==> config.mk <==
export PLATFORM = sky130hd
export DESIGN_NAME = mips_mult_div_flat
export DESIGN_NICKNAME = d
export VERILOG_FILES = /design/src/rtl/mips_mult_div_if.sv /design/src/rtl/mips_mult_div.sv /design/src/flat_wrapper.sv
export SDC_FILE = /design/constraint.sdc
export NUM_CORES = 1
export LEC_CHECK = 0
export CORE_MARGIN = 3
export CORE_UTILIZATION = 35
export CTS_CLUSTER_SIZE = 12
export DETAILED_ROUTE_END_ITERATION = 12
export MAX_ROUTING_LAYER = met4
export PLACE_DENSITY_LB_ADDON = 0.3
export SYNTH_ARGS = -nofsm -noshare
export SYNTH_HDL_FRONTEND = slang
export SYNTH_SLANG_ARGS = --single-unit
==> constraint.sdc <==
create_clock -name clk -period 5.4 [get_ports clk]
set_clock_uncertainty 0.15 [all_clocks]
set_input_delay 0.54 -clock clk [delete_from_list [all_inputs] [get_ports clk]]
set_output_delay 0.54 -clock clk [all_outputs]
set_load 0.02 [all_outputs]
==> src/rtl/mips_mult_div_if.sv <==
`timescale 1ns/1ps
`default_nettype none
// ============================================================================
// Module      : mips_mult_div_if
// Description : Bundles the operand, command, handshake and HI/LO result
//               signals of the multiply/divide unit.
//               master : control side (drives operands and commands)
//               slave  : the multiply/divide unit
//               Optional build macro MULDIV_ABORT_EN adds signal_abort.
// Ports       : operand_a, operand_b, op, signal_start, signal_mthi,
//               signal_mtlo, write_data (master->slave);
//               signal_busy, signal_done, hi_out, lo_out (slave->master)
// Revision    : 1.0 - initial release
// ============================================================================
interface mips_mult_div_if #(
  parameter int DATA_W = 32
);
  logic [DATA_W-1:0] operand_a;
  logic [DATA_W-1:0] operand_b;
  logic [1:0]        op;
  logic              signal_start;
  logic              signal_mthi;
  logic              signal_mtlo;
  logic [DATA_W-1:0] write_data;
`ifdef MULDIV_ABORT_EN
  logic              signal_abort;
`endif
  logic              signal_busy;
  logic              signal_done;
  logic [DATA_W-1:0] hi_out;
  logic [DATA_W-1:0] lo_out;

  modport master (
`ifdef MULDIV_ABORT_EN
    output signal_abort,
`endif
    output operand_a, operand_b, op, signal_start, signal_mthi, signal_mtlo, write_data,
    input  signal_busy, signal_done, hi_out, lo_out
  );

  modport slave (
`ifdef MULDIV_ABORT_EN
    input  signal_abort,
`endif
    input  operand_a, operand_b, op, signal_start, signal_mthi, signal_mtlo, write_data,
    output signal_busy, signal_done, hi_out, lo_out
  );
endinterface
`default_nettype wire

==> src/rtl/mips_mult_div.sv <==
`timescale 1ns/1ps
`default_nettype none
// ============================================================================
// Module      : mips_mult_div
// Description : Iterative MULT/MULTU/DIV/DIVU unit holding the HI/LO pair.
//               One shift-add or restoring shift-subtract step per cycle,
//               DATA_W steps, then a sign-fix cycle that writes HI/LO.
//               Build macro MULDIV_ABORT_EN adds signal_abort, which drops
//               an operation in progress without touching HI/LO.
// Ports       : clk   - clock, rising edge
//               rst_n - synchronous active-low reset
//               bus   - mips_mult_div_if.slave (operands, op, start, MTHI/
//                       MTLO, write_data, busy, done, hi_out, lo_out)
// Revision    : 1.0 - initial release
// ============================================================================
module mips_mult_div #(
  parameter int DATA_W = 32
) (
  input  wire logic        clk,
  input  wire logic        rst_n,
  mips_mult_div_if.slave   bus
);
  localparam int                c_CW   = $clog2(DATA_W);
  localparam logic [c_CW-1:0]   c_LAST = c_CW'(DATA_W - 1);

  typedef enum logic [1:0] {
    S_IDLE = 2'd0,
    S_CALC = 2'd1,
    S_FIX  = 2'd2
  } state_t;

  state_t              r_state;
  state_t              w_next;
  logic                w_load;
  logic                w_step;
  logic                w_commit;
  logic                w_abort;

  logic [c_CW-1:0]     r_cnt;
  logic [2*DATA_W-1:0] r_acc;      // {HI-side partial, LO-side partial}
  logic [DATA_W-1:0]   r_mag_b;    // multiplicand / divisor magnitude
  logic [DATA_W-1:0]   r_raw_a;    // unmodified rs, needed for divide-by-zero
  logic                r_is_div;
  logic                r_div0;
  logic                r_neg_q;    // negate product / quotient
  logic                r_neg_r;    // negate remainder
  logic                r_done;
  logic [DATA_W-1:0]   r_hi;
  logic [DATA_W-1:0]   r_lo;

`ifdef MULDIV_ABORT_EN
  assign w_abort = bus.signal_abort;
`else
  assign w_abort = 1'b0;
`endif

  // ---------------- operand conditioning (signed ops use magnitudes) -------
  logic              w_signed;
  logic              w_neg_a;
  logic              w_neg_b;
  logic [DATA_W-1:0] w_abs_a;
  logic [DATA_W-1:0] w_abs_b;

  assign w_signed = ~bus.op[0];
  assign w_neg_a  = w_signed & bus.operand_a[DATA_W-1];
  assign w_neg_b  = w_signed & bus.operand_b[DATA_W-1];
  assign w_abs_a  = w_neg_a ? (~bus.operand_a + 1'b1) : bus.operand_a;
  assign w_abs_b  = w_neg_b ? (~bus.operand_b + 1'b1) : bus.operand_b;

  // ---------------- FSM ----------------------------------------------------
  always_ff @(posedge clk) begin
    if (!rst_n) r_state <= S_IDLE;
    else        r_state <= w_next;
  end

  always_comb begin
    w_next   = r_state;
    w_load   = 1'b0;
    w_step   = 1'b0;
    w_commit = 1'b0;
    case (r_state)
      S_IDLE: begin
        if (bus.signal_start) begin
          w_load = 1'b1;
          w_next = S_CALC;
        end
      end
      S_CALC: begin
        if (w_abort) begin
          w_next = S_IDLE;
        end else begin
          w_step = 1'b1;
          if (r_cnt == c_LAST) w_next = S_FIX;
        end
      end
      S_FIX: begin
        w_next = S_IDLE;
        if (!w_abort) w_commit = 1'b1;
      end
      default: w_next = S_IDLE;
    endcase
  end

  // ---------------- iteration datapath -------------------------------------
  // Multiply: add multiplicand to the upper half when the current multiplier
  // LSB is set, then shift the whole {sum, multiplier} right by one.
  logic [DATA_W:0]     w_mul_sum;
  logic [2*DATA_W-1:0] w_mul_acc;
  assign w_mul_sum = {1'b0, r_acc[2*DATA_W-1:DATA_W]}
                   + (r_acc[0] ? {1'b0, r_mag_b} : {(DATA_W+1){1'b0}});
  assign w_mul_acc = {w_mul_sum, r_acc[DATA_W-1:1]};

  // Divide: shift the next dividend bit into the remainder (one extra bit so
  // the shifted remainder cannot overflow), trial-subtract, keep on success.
  logic [DATA_W:0]     w_rem_sh;
  logic [DATA_W:0]     w_diff;
  logic                w_qbit;
  logic [2*DATA_W-1:0] w_div_acc;
  assign w_rem_sh  = {r_acc[2*DATA_W-1:DATA_W], r_acc[DATA_W-1]};
  assign w_diff    = w_rem_sh - {1'b0, r_mag_b};
  assign w_qbit    = ~w_diff[DATA_W];
  assign w_div_acc = {(w_qbit ? w_diff[DATA_W-1:0] : w_rem_sh[DATA_W-1:0]),
                      r_acc[DATA_W-2:0], w_qbit};

  // ---------------- sign fix / result select -------------------------------
  logic [2*DATA_W-1:0] w_prod;
  logic [DATA_W-1:0]   w_quo;
  logic [DATA_W-1:0]   w_rem;
  logic [DATA_W-1:0]   w_res_hi;
  logic [DATA_W-1:0]   w_res_lo;
  assign w_prod = r_neg_q ? (~r_acc + 1'b1) : r_acc;
  assign w_quo  = r_neg_q ? (~r_acc[DATA_W-1:0] + 1'b1) : r_acc[DATA_W-1:0];
  assign w_rem  = r_neg_r ? (~r_acc[2*DATA_W-1:DATA_W] + 1'b1) : r_acc[2*DATA_W-1:DATA_W];

  always_comb begin
    w_res_hi = w_prod[2*DATA_W-1:DATA_W];
    w_res_lo = w_prod[DATA_W-1:0];
    if (r_is_div) begin
      if (r_div0) begin
        // Divide by zero: raw dividend in HI, sign fix suppressed.
        w_res_hi = r_raw_a;
        w_res_lo = {DATA_W{1'b1}};
      end else begin
        w_res_hi = w_rem;
        w_res_lo = w_quo;
      end
    end
  end

  // ---------------- registers ----------------------------------------------
  always_ff @(posedge clk) begin
    if (!rst_n) begin
      r_cnt    <= '0;
      r_acc    <= '0;
      r_mag_b  <= '0;
      r_raw_a  <= '0;
      r_is_div <= 1'b0;
      r_div0   <= 1'b0;
      r_neg_q  <= 1'b0;
      r_neg_r  <= 1'b0;
      r_done   <= 1'b0;
      r_hi     <= '0;
      r_lo     <= '0;
    end else begin
      r_done <= w_commit;
      if (w_load) begin
        r_cnt    <= '0;
        r_acc    <= {{DATA_W{1'b0}}, w_abs_a};
        r_mag_b  <= w_abs_b;
        r_raw_a  <= bus.operand_a;
        r_is_div <= bus.op[1];
        r_div0   <= bus.op[1] & (bus.operand_b == '0);
        r_neg_q  <= w_neg_a ^ w_neg_b;
        r_neg_r  <= w_neg_a;
      end else if (w_step) begin
        r_cnt <= r_cnt + 1'b1;
        r_acc <= r_is_div ? w_div_acc : w_mul_acc;
      end

      if (w_commit) begin
        r_hi <= w_res_hi;
        r_lo <= w_res_lo;
      end else if (r_state == S_IDLE && !bus.signal_start) begin
        // Moves only land in IDLE; a simultaneous start takes precedence.
        if (bus.signal_mthi) r_hi <= bus.write_data;
        if (bus.signal_mtlo) r_lo <= bus.write_data;
      end
    end
  end

  assign bus.signal_busy = (r_state != S_IDLE);
  assign bus.signal_done = r_done;
  assign bus.hi_out      = r_hi;
  assign bus.lo_out      = r_lo;

endmodule
`default_nettype wire

==> src/flat_wrapper.sv <==
// flat-port wrapper written by rule: the top's interface ports become plain ports
module mips_mult_div_flat 
#(
  parameter int DATA_W = 32
)
  (clk, rst_n, bus_operand_a, bus_operand_b, bus_op, bus_signal_start, bus_signal_mthi, bus_signal_mtlo, bus_write_data, bus_signal_busy, bus_signal_done, bus_hi_out, bus_lo_out);
  mips_mult_div_if #(.DATA_W(DATA_W)) bus_i ();
  input  wire logic clk;
  input  wire logic rst_n;
  input wire logic [$bits(bus_i.operand_a)-1:0] bus_operand_a;
  input wire logic [$bits(bus_i.operand_b)-1:0] bus_operand_b;
  input wire logic [$bits(bus_i.op)-1:0] bus_op;
  input wire logic [$bits(bus_i.signal_start)-1:0] bus_signal_start;
  input wire logic [$bits(bus_i.signal_mthi)-1:0] bus_signal_mthi;
  input wire logic [$bits(bus_i.signal_mtlo)-1:0] bus_signal_mtlo;
  input wire logic [$bits(bus_i.write_data)-1:0] bus_write_data;
  output wire logic [$bits(bus_i.signal_busy)-1:0] bus_signal_busy;
  output wire logic [$bits(bus_i.signal_done)-1:0] bus_signal_done;
  output wire logic [$bits(bus_i.hi_out)-1:0] bus_hi_out;
  output wire logic [$bits(bus_i.lo_out)-1:0] bus_lo_out;
  assign bus_i.operand_a = bus_operand_a;
  assign bus_i.operand_b = bus_operand_b;
  assign bus_i.op = bus_op;
  assign bus_i.signal_start = bus_signal_start;
  assign bus_i.signal_mthi = bus_signal_mthi;
  assign bus_i.signal_mtlo = bus_signal_mtlo;
  assign bus_i.write_data = bus_write_data;
  assign bus_signal_busy = bus_i.signal_busy;
  assign bus_signal_done = bus_i.signal_done;
  assign bus_hi_out = bus_i.hi_out;
  assign bus_lo_out = bus_i.lo_out;
  mips_mult_div #(.DATA_W(DATA_W)) u_core (.clk(clk), .rst_n(rst_n), .bus(bus_i));
endmodule
==> results of run 1 <==
where the power goes:
part	leakage, uW	internal (uW)	switching [uW]
sequential	0.00167	1600	151
combinational	0.00473	573	916
clock	0.000416	1040	707
worst min path at each step:
stage,endpoint,cells past startpoint,startpoint,slack (ns)
after floorplan,u_core.r_mag_b[15],2,u_core.r_mag_b[15],0.28
after global placement,u_core.r_mag_b[28],2,u_core.r_mag_b[28],0.29
after detailed placement,u_core.r_mag_b[26],2,u_core.r_mag_b[26],0.29
after CTS,u_core.r_mag_b[26],2,u_core.r_mag_b[26],0.30
after global routing,u_core.r_mag_b[26],2,u_core.r_mag_b[26],0.31
final,u_core.r_mag_b[26],2,u_core.r_mag_b[26],0.30
cell usage in the layout, fill, tap and decap left out, types with 6 or more instances in the layout:
cell / netlist / routed
clkdlybuf4s50_1: 0 / 168
and3_1: 18 / 18
or2_2: 12 / 12
xor2_1: 94 / 93
mux2i_1: 39 / 39
nor2b_1: 15 / 13
nor2_1: 186 / 183
o21a_1: 11 / 11
nand3_1: 19 / 19
nor3_1: 25 / 25
a311oi_1: 16 / 16
ha_1: 70 / 70
nor4_1: 7 / 7
dfxtp_1: 204 / 202
o41ai_1: 16 / 16
a21boi_0: 6 / 6
and2_1: 6 / 6
or3_1: 36 / 36
nand4_1: 10 / 10
xnor2_1: 106 / 106
o211ai_1: 55 / 55
clkbuf_16: 0 / 25
clkbuf_8: 0 / 7
o221ai_1: 45 / 45
inv_1: 54 / 53
buf_4: 0 / 25
o21ai_0: 151 / 151
a211oi_1: 40 / 40
o31ai_1: 28 / 28
nand2b_1: 22 / 22
nand2_1: 300 / 300
a21o_1: 19 / 19
or4_1: 19 / 19
a21oi_1: 259 / 259
o2111ai_1: 10 / 10
a31oi_1: 19 / 19
flip-flops by register name, summed over array words and instances (netlist names), 2 cells and up:
name	cells
u_core.bus.lo_out	32
u_core.r_mag_b	32
u_core.r_state	2
u_core.r_acc	64
u_core.r_raw_a	32
u_core.r_cnt	5
u_core.bus.hi_out	32
area by class of cell:
class,instances,area (um^2),share of cell area
tap,585,732,0.0394
multi-input combinational,1730,10800,0.582
timing repair buffer,193,1870,0.101
sequential,204,4090,0.220
inverter,55,209,0.0113
clock buffer,35,733,0.0395
clock inverter,8,119,0.00640
layer usage:
layer  share of wire  global-route usage
met5               0                   -
met4           0.025              0.0613
met3           0.091              0.0486
met2            0.42               0.368
met1            0.46               0.367
critical path, stage by stage, from the launching register on:
cell and delay (ns):
dfxtp_1 0.57, inv_1 0.12, ha_1 0.22, fa_1 0.39
nand2b_1 0.20, a21oi_1 0.28, o211ai_1 0.21, a31o_2 0.32
o21a_1 0.22, xnor2_1 0.49, buf_4 0.28, nand3_1 0.09
o211ai_1 0.10, o211ai_1 0.12, a21oi_1 0.16
cells by family (layout without fill, tap and decap cells):
kind of cell,Yosys count,after routing,synth area share
AOI/OAI and AO/OA,722,722,0.288
xor gates and xnor gates,200,200,0.112
adders and majority gates,72,72,0.0583
buffers and inverters,218,291,0.0535
DFF,204,204,0.260
muxes,44,44,0.0284
and+or+nand+nor,692,692,0.200
through the flow:
stage               hold WS (ns)  power, uW  setup slack, ns  cells  area, um^2
floorplan                  0.282       2700             1.78   2152       15700
global placement           0.292       3220             1.44   2767       17700
finish                     0.299       5000             1.38   2810       18600
global route               0.315       5200             1.09   2810       18600
CTS                        0.301       4980             1.42   2810       18600
detailed placement         0.295       3230             1.30   2767       17700
==> metrics.md, run 1 <==
| Metric | Value |
|---|---|
| Status | completed |
| Hpwl dp | ~47 mm |
| Mapped Cells | 2152 |
| Initial antenna violation count | 0 |
| Initial Utilization | 0.359 |
| Pwr/cell area | between 200 and 300 mW/mm^2 |
| DIE AREA | between 0.04 and 0.05 mm^2 |
| GR Overflow Total | 0 |
| RSZ-0062 raised after global routing | no |
| Top-count cell post-synth | nand2_1 |
| Vias in the first global route | about 15000 |
| Final Cycle Share | 0.744 |
| Site Rows | 76 |
| Number of hold buffers added after CTS | 0 |
| CTS H-tree depth | 1 |
| Ys async rst share | 0 |
| Critical path fanouts, max | 8 |
| Number of max-cap violations | 0 |
| First-pass GRT wire length | slightly above 90 mm |
| CTS tree | yes |
| Die X | between 200 and 250 um |
| Antenna-violating nets left | 0 |
| Area growth, synth to finish | 18.2% |
| Syn nets | approximately 2300 |
| WP data arrival | about 4.4 ns |
| Worst hold path type | flop to flop |
| Yosys Warn Count | 0 |
| Clock sink count | between 200 and 250 |
| Clock transition at path regs | about 0.060 ns |
| Initial DRC Count | around 1700 |
| FF-to-FF End | u_core.r_acc[34] |
| Syn_area_per_cell | around 7.3 um^2 |
| Max Slew Vio Count | 0 |
| Root buf cell | clkbuf_16 |
| WL/cell | 21.9 um |
| Number of synthesized flops with an enable pin | 0 |
| CTS buffer count | 25 |
| Unique masters post-synth | 70 |
| Worst Max-Slew Pin Slew | roughly 1.4 ns |
| Top FF cell, synth | dfxtp_1 |
| Lkg Pwr | 0.00682 uW |
| Crit. Startpoint | u_core.r_acc[31] |
| 1st-pass router iterations | 5 |
| Commonest cells post-synth | nand2_1 (300), a21oi_1 (259), dfxtp_1 (204) |
| Critical Path Sink | u_core.r_acc[34] |
| GP Congestion | about 1 |
| Final hold vios | 0 |
| Worst R2R Path Depth | 14 |
| Fmax | 249 MHz |
| Post-CTS sizing | 0 |
| Vias | 16647 |
| Postcts setup bufs | 0 |
| Fin Setup TNS | 0 ns |
| Slew HR | 0.0366 |
| Share of layout cells above drive strength 1 | 0.0458 |
| DRC errors left | 0 |
| Top cells by area, synth | dfxtp_1 (26%), a21oi_1 (8.3%), nand2_1 (7.2%) |
| Inserted Diodes | 0 |
| CP Launch Type | flop |
| WL final | a little over 60 mm |
| Flop and latch count out of synthesis | between 200 and 250 |
| Max VDD drop | about 0.21 mV |
| Worst skew pair latency | between 0.5 and 0.6 ns |
| Final #Nets | roughly 2400 |
| PortBufs | ~170 |
| End-of-flow core utilization | 0.424 |
| Core Region | 0.0437 mm^2 |
| Final Critical Period | 4.02 ns |
| Synth Cell Area | roughly 0.016 mm^2 |
| R2r setup slk | between 1 and 1.5 ns |
| Vias/cell | around 5.9 |
| CP required | 5.74 ns |
| FILL cells | 4530 |
| # setup viols final | 0 |
| Total GRT Usage | 0.255 |
| Die Y | roughly 220 um |
| CP Capture Type | flop |
| Post-synthesis sequential area ratio | 0.260 |
| Post-synth top area share | 0.260 |
| Clock Path Buffers | 3 |
| WS Path Type | flop to flop |
| Largest net degree at the start of global routing | between 100 and 150 |
| IO Pins | ~170 |
| Leading area contributor after synthesis | dfxtp_1 |
| Reg-to-reg startpoint | u_core.r_acc[31] |
Power figures use the tool's default switching activity.
==> run 2, diff against run 1 <==
==> constraint.sdc (replaced) <==
create_clock -name clk -period 3.3 [get_ports clk]
set_clock_uncertainty 0.15 [all_clocks]
set_input_delay 0.33 -clock clk [delete_from_list [all_inputs] [get_ports clk]]
set_output_delay 0.33 -clock clk [all_outputs]
set_load 0.02 [all_outputs]
==> metrics.md, run 2 (synthesis results as in run 1) <==
| Metric | Value |
|---|---|
| Status | finished, violations left (was completed) |
| Failing checks | setup timing |
| Clock transition at path regs | 0.06 ns (about the same) |
| Dpl ws | -0.285 ns (was 1.30 ns) |
| Reg with most FFs | u_core.r_acc (unchanged) |
| Max VDD drop | 0.222 mV (was 0.210 mV) |
| # setup viols final | 1 (was 0) |
| Final Critical Period | 3.35 ns (was 4.02 ns) |
| GR Overflow Total | 0 (unchanged) |
| Final WS setup | -0.0478 ns (was 1.38 ns) |
| CP Capture Type | flop (unchanged) |
| Vias | 17479 (was 16647) |
| Initial Utilization | 0.359 (unchanged) |
| Number of hold buffers added after CTS | 0 (unchanged) |
| Final std cells w/o fill | 3059 (was 2810) |
| CP required | 3.62 ns (was 5.74 ns) |
| Commonest cells after routing, fill and taps aside | nand2_1 (299), buf_4 (256), a21oi_1 (253), dfxtp_1 (195), nor2_1 (179) (was nand2_1 (300), a21oi_1 (259), dfxtp_1 (202), nor2_1 (183), clkdlybuf4s50_1 (168)) |
| CTS tree | yes (unchanged) |
| Power Total | 8830 uW (was 5000 uW) |
| WS Path Type | flop to flop (unchanged) |
| CTS H-tree depth | 1 (unchanged) |
| Number of max-cap violations | 0 (unchanged) |
| IO Pins | 169 (unchanged) |
| WL final | 65.9 mm (was 61.6 mm) |
| Total GRT Usage | 0.271 (was 0.255) |
| PortBufs | 168 (unchanged) |
| Largest net degree at the start of global routing | 105 (unchanged) |
| CP Launch Type | flop (unchanged) |
| Core Region | 0.0437 mm^2 (unchanged) |
| Antenna-violating nets left | 0 (unchanged) |
| Share of layout cells above drive strength 1 | 0.168 (was 0.0458) |
| CTS buffer count | 25 (unchanged) |
| Initial antenna violation count | 3 (was 0) |
| Die X | 218 um (unchanged) |
| Lkg Pwr | 0.00816 uW (was 0.00682 uW) |
| WP data arrival | 3.66 ns (was 4.36 ns) |
| DRC errors left | 0 (unchanged) |
| Die Y | 218 um (unchanged) |
| Final Cycle Share | 1.01 (was 0.744) |
| Max reg flops | 64 (unchanged) |
| Max Slew Vio Count | 0 (unchanged) |
| Critical path fanouts, max | 4 (was 8) |
| Final #Nets | 2628 (was 2384) |
| Placed insts | 2997 (was 2767) |
| DIE AREA | 0.0475 mm^2 (unchanged) |
| Most common cell after layout, fill and taps aside | nand2_1 (unchanged) |
| Site Rows | 76 (unchanged) |
| Area growth, synth to finish | 33.3% (was 18.2%) |
| End-of-flow core utilization | 0.479 (was 0.424) |
| RSZ-0062 raised after global routing | yes (was no) |
| Clock sink count | 204 (unchanged) |
| Initial DRC Count | 1573 (was 1701) |
| Slew HR | 0.488 (was 0.0366) |
| WL/cell | 21.5 um (was 21.9 um) |
| GP Congestion | 0.991 (was 0.996) |
| Worst Max-Slew Pin Slew | 0.763 ns (was 1.44 ns) |
| Fmax | 299 MHz (was 249 MHz) |
| Worst hold path type | input port to flop (was flop to flop) |
| Clock Path Buffers | 3 (unchanged) |
| Worst skew pair latency | 0.57 ns (about the same) |
| First-pass GRT wire length | 97.3 mm (was 92.5 mm) |
| Final hold vios | 0 (unchanged) |
| Vias/cell | 5.71 (was 5.92) |
| Root buf cell | clkbuf_16 (unchanged) |
| Hpwl dp | 50.6 mm (was 47.2 mm) |
| 1st-pass router iterations | 5 (unchanged) |
| FILL cells | 4402 (was 4530) |
| Vias in the first global route | 16175 (was 15087) |
| Pwr/cell area | 422 mW/mm^2 (was 269 mW/mm^2) |
## run 2: cell count changes in the layout (fill, tap and decap cells not counted), sizes merged
cell,delta
buf,+240
clkbuf,+2
clkinv,+2
clkinvlp,+2
diode,+3
## run 2: worst max-delay path, cell delays in order (launching register included)
cell,delay [ns]
dfxtp_2,0.32
or4_4,0.54
nor4_4,0.25
buf_4,0.18
nand3_4,0.09
or4_4,0.44
or2_1,0.24
o21a_1,0.21
nor2b_1,0.14
o31ai_1,0.22
buf_4,0.18
a311oi_2,0.10
a21o_1,0.18
## run 2: per-stage QoR
stage | hold slack, ns | instance area, um^2 | setup TNS [ns]
after floorplan | 0.282 | 15700 | 0
after global placement | 0.293 | 19500 | -0.396
after detailed placement | 0.296 | 19500 | -1.24
after CTS | 0.193 | 20400 | 0
after global routing | 0.235 | 20900 | -0.825
final | 0.212 | 20900 | -0.0478
## run 2: area by class of cell
type	count	area (um^2)	share of cell area
Clock buffer	33	706	0.0337
Timing Repair Buffer	437	3850	0.184
Antenna cell	3	7.51	0.000358
Tap cell	585	732	0.0349
Clock inverter	12	140	0.00669
Sequential cell	204	4100	0.196
Inverter	55	216	0.0103
Multi-Input combinational cell	1730	11200	0.534
## run 2: worst paths after layout
check | start | endpoint | slack [ns] | cells past startpoint
worst max-delay path | u_core.r_acc[8] | u_core.bus.hi_out[2] | -0.05 | 12
worst min-delay path | bus_op[1] | u_core.r_is_div | 0.21 | 3
worst max register to register | u_core.r_acc[8] | u_core.bus.hi_out[2] | -0.05 | 12
worst min register to register | u_core.r_mag_b[15] | u_core.r_mag_b[15] | 0.30 | 2
## run 2: repair_timing
| item | 4_1_cts | 5_1_grt |
|---|---|---|
| resized for setup | 10 | 99 |
| setup buffers | 0 | 10 |
| setup endpoints to repair | 22 | 53 |
| pin swaps | 1 | 38 |
| endpoints found under the hold margin | 0 | 0 |
| gates cloned | 0 | 4 |
## run 2: per-layer routing
metal	wire length, um	GRT usage	part of all wire
met1	29600	0.382	0.45
met2	28100	0.396	0.43
met3	6720	0.0596	0.10
met4	1450	0.0585	0.022
met5	0	-	0
## run 2: report_power, final
| group | leakage (uW) | internal [uW] | switching, uW |
|---|---|---|---|
| logic | 0.00607 | 1370 | 1780 |
| clock network | 0.000410 | 1670 | 1210 |
| registers | 0.00168 | 2630 | 167 |
| total | 0.00816 | 5670 | 3160 |
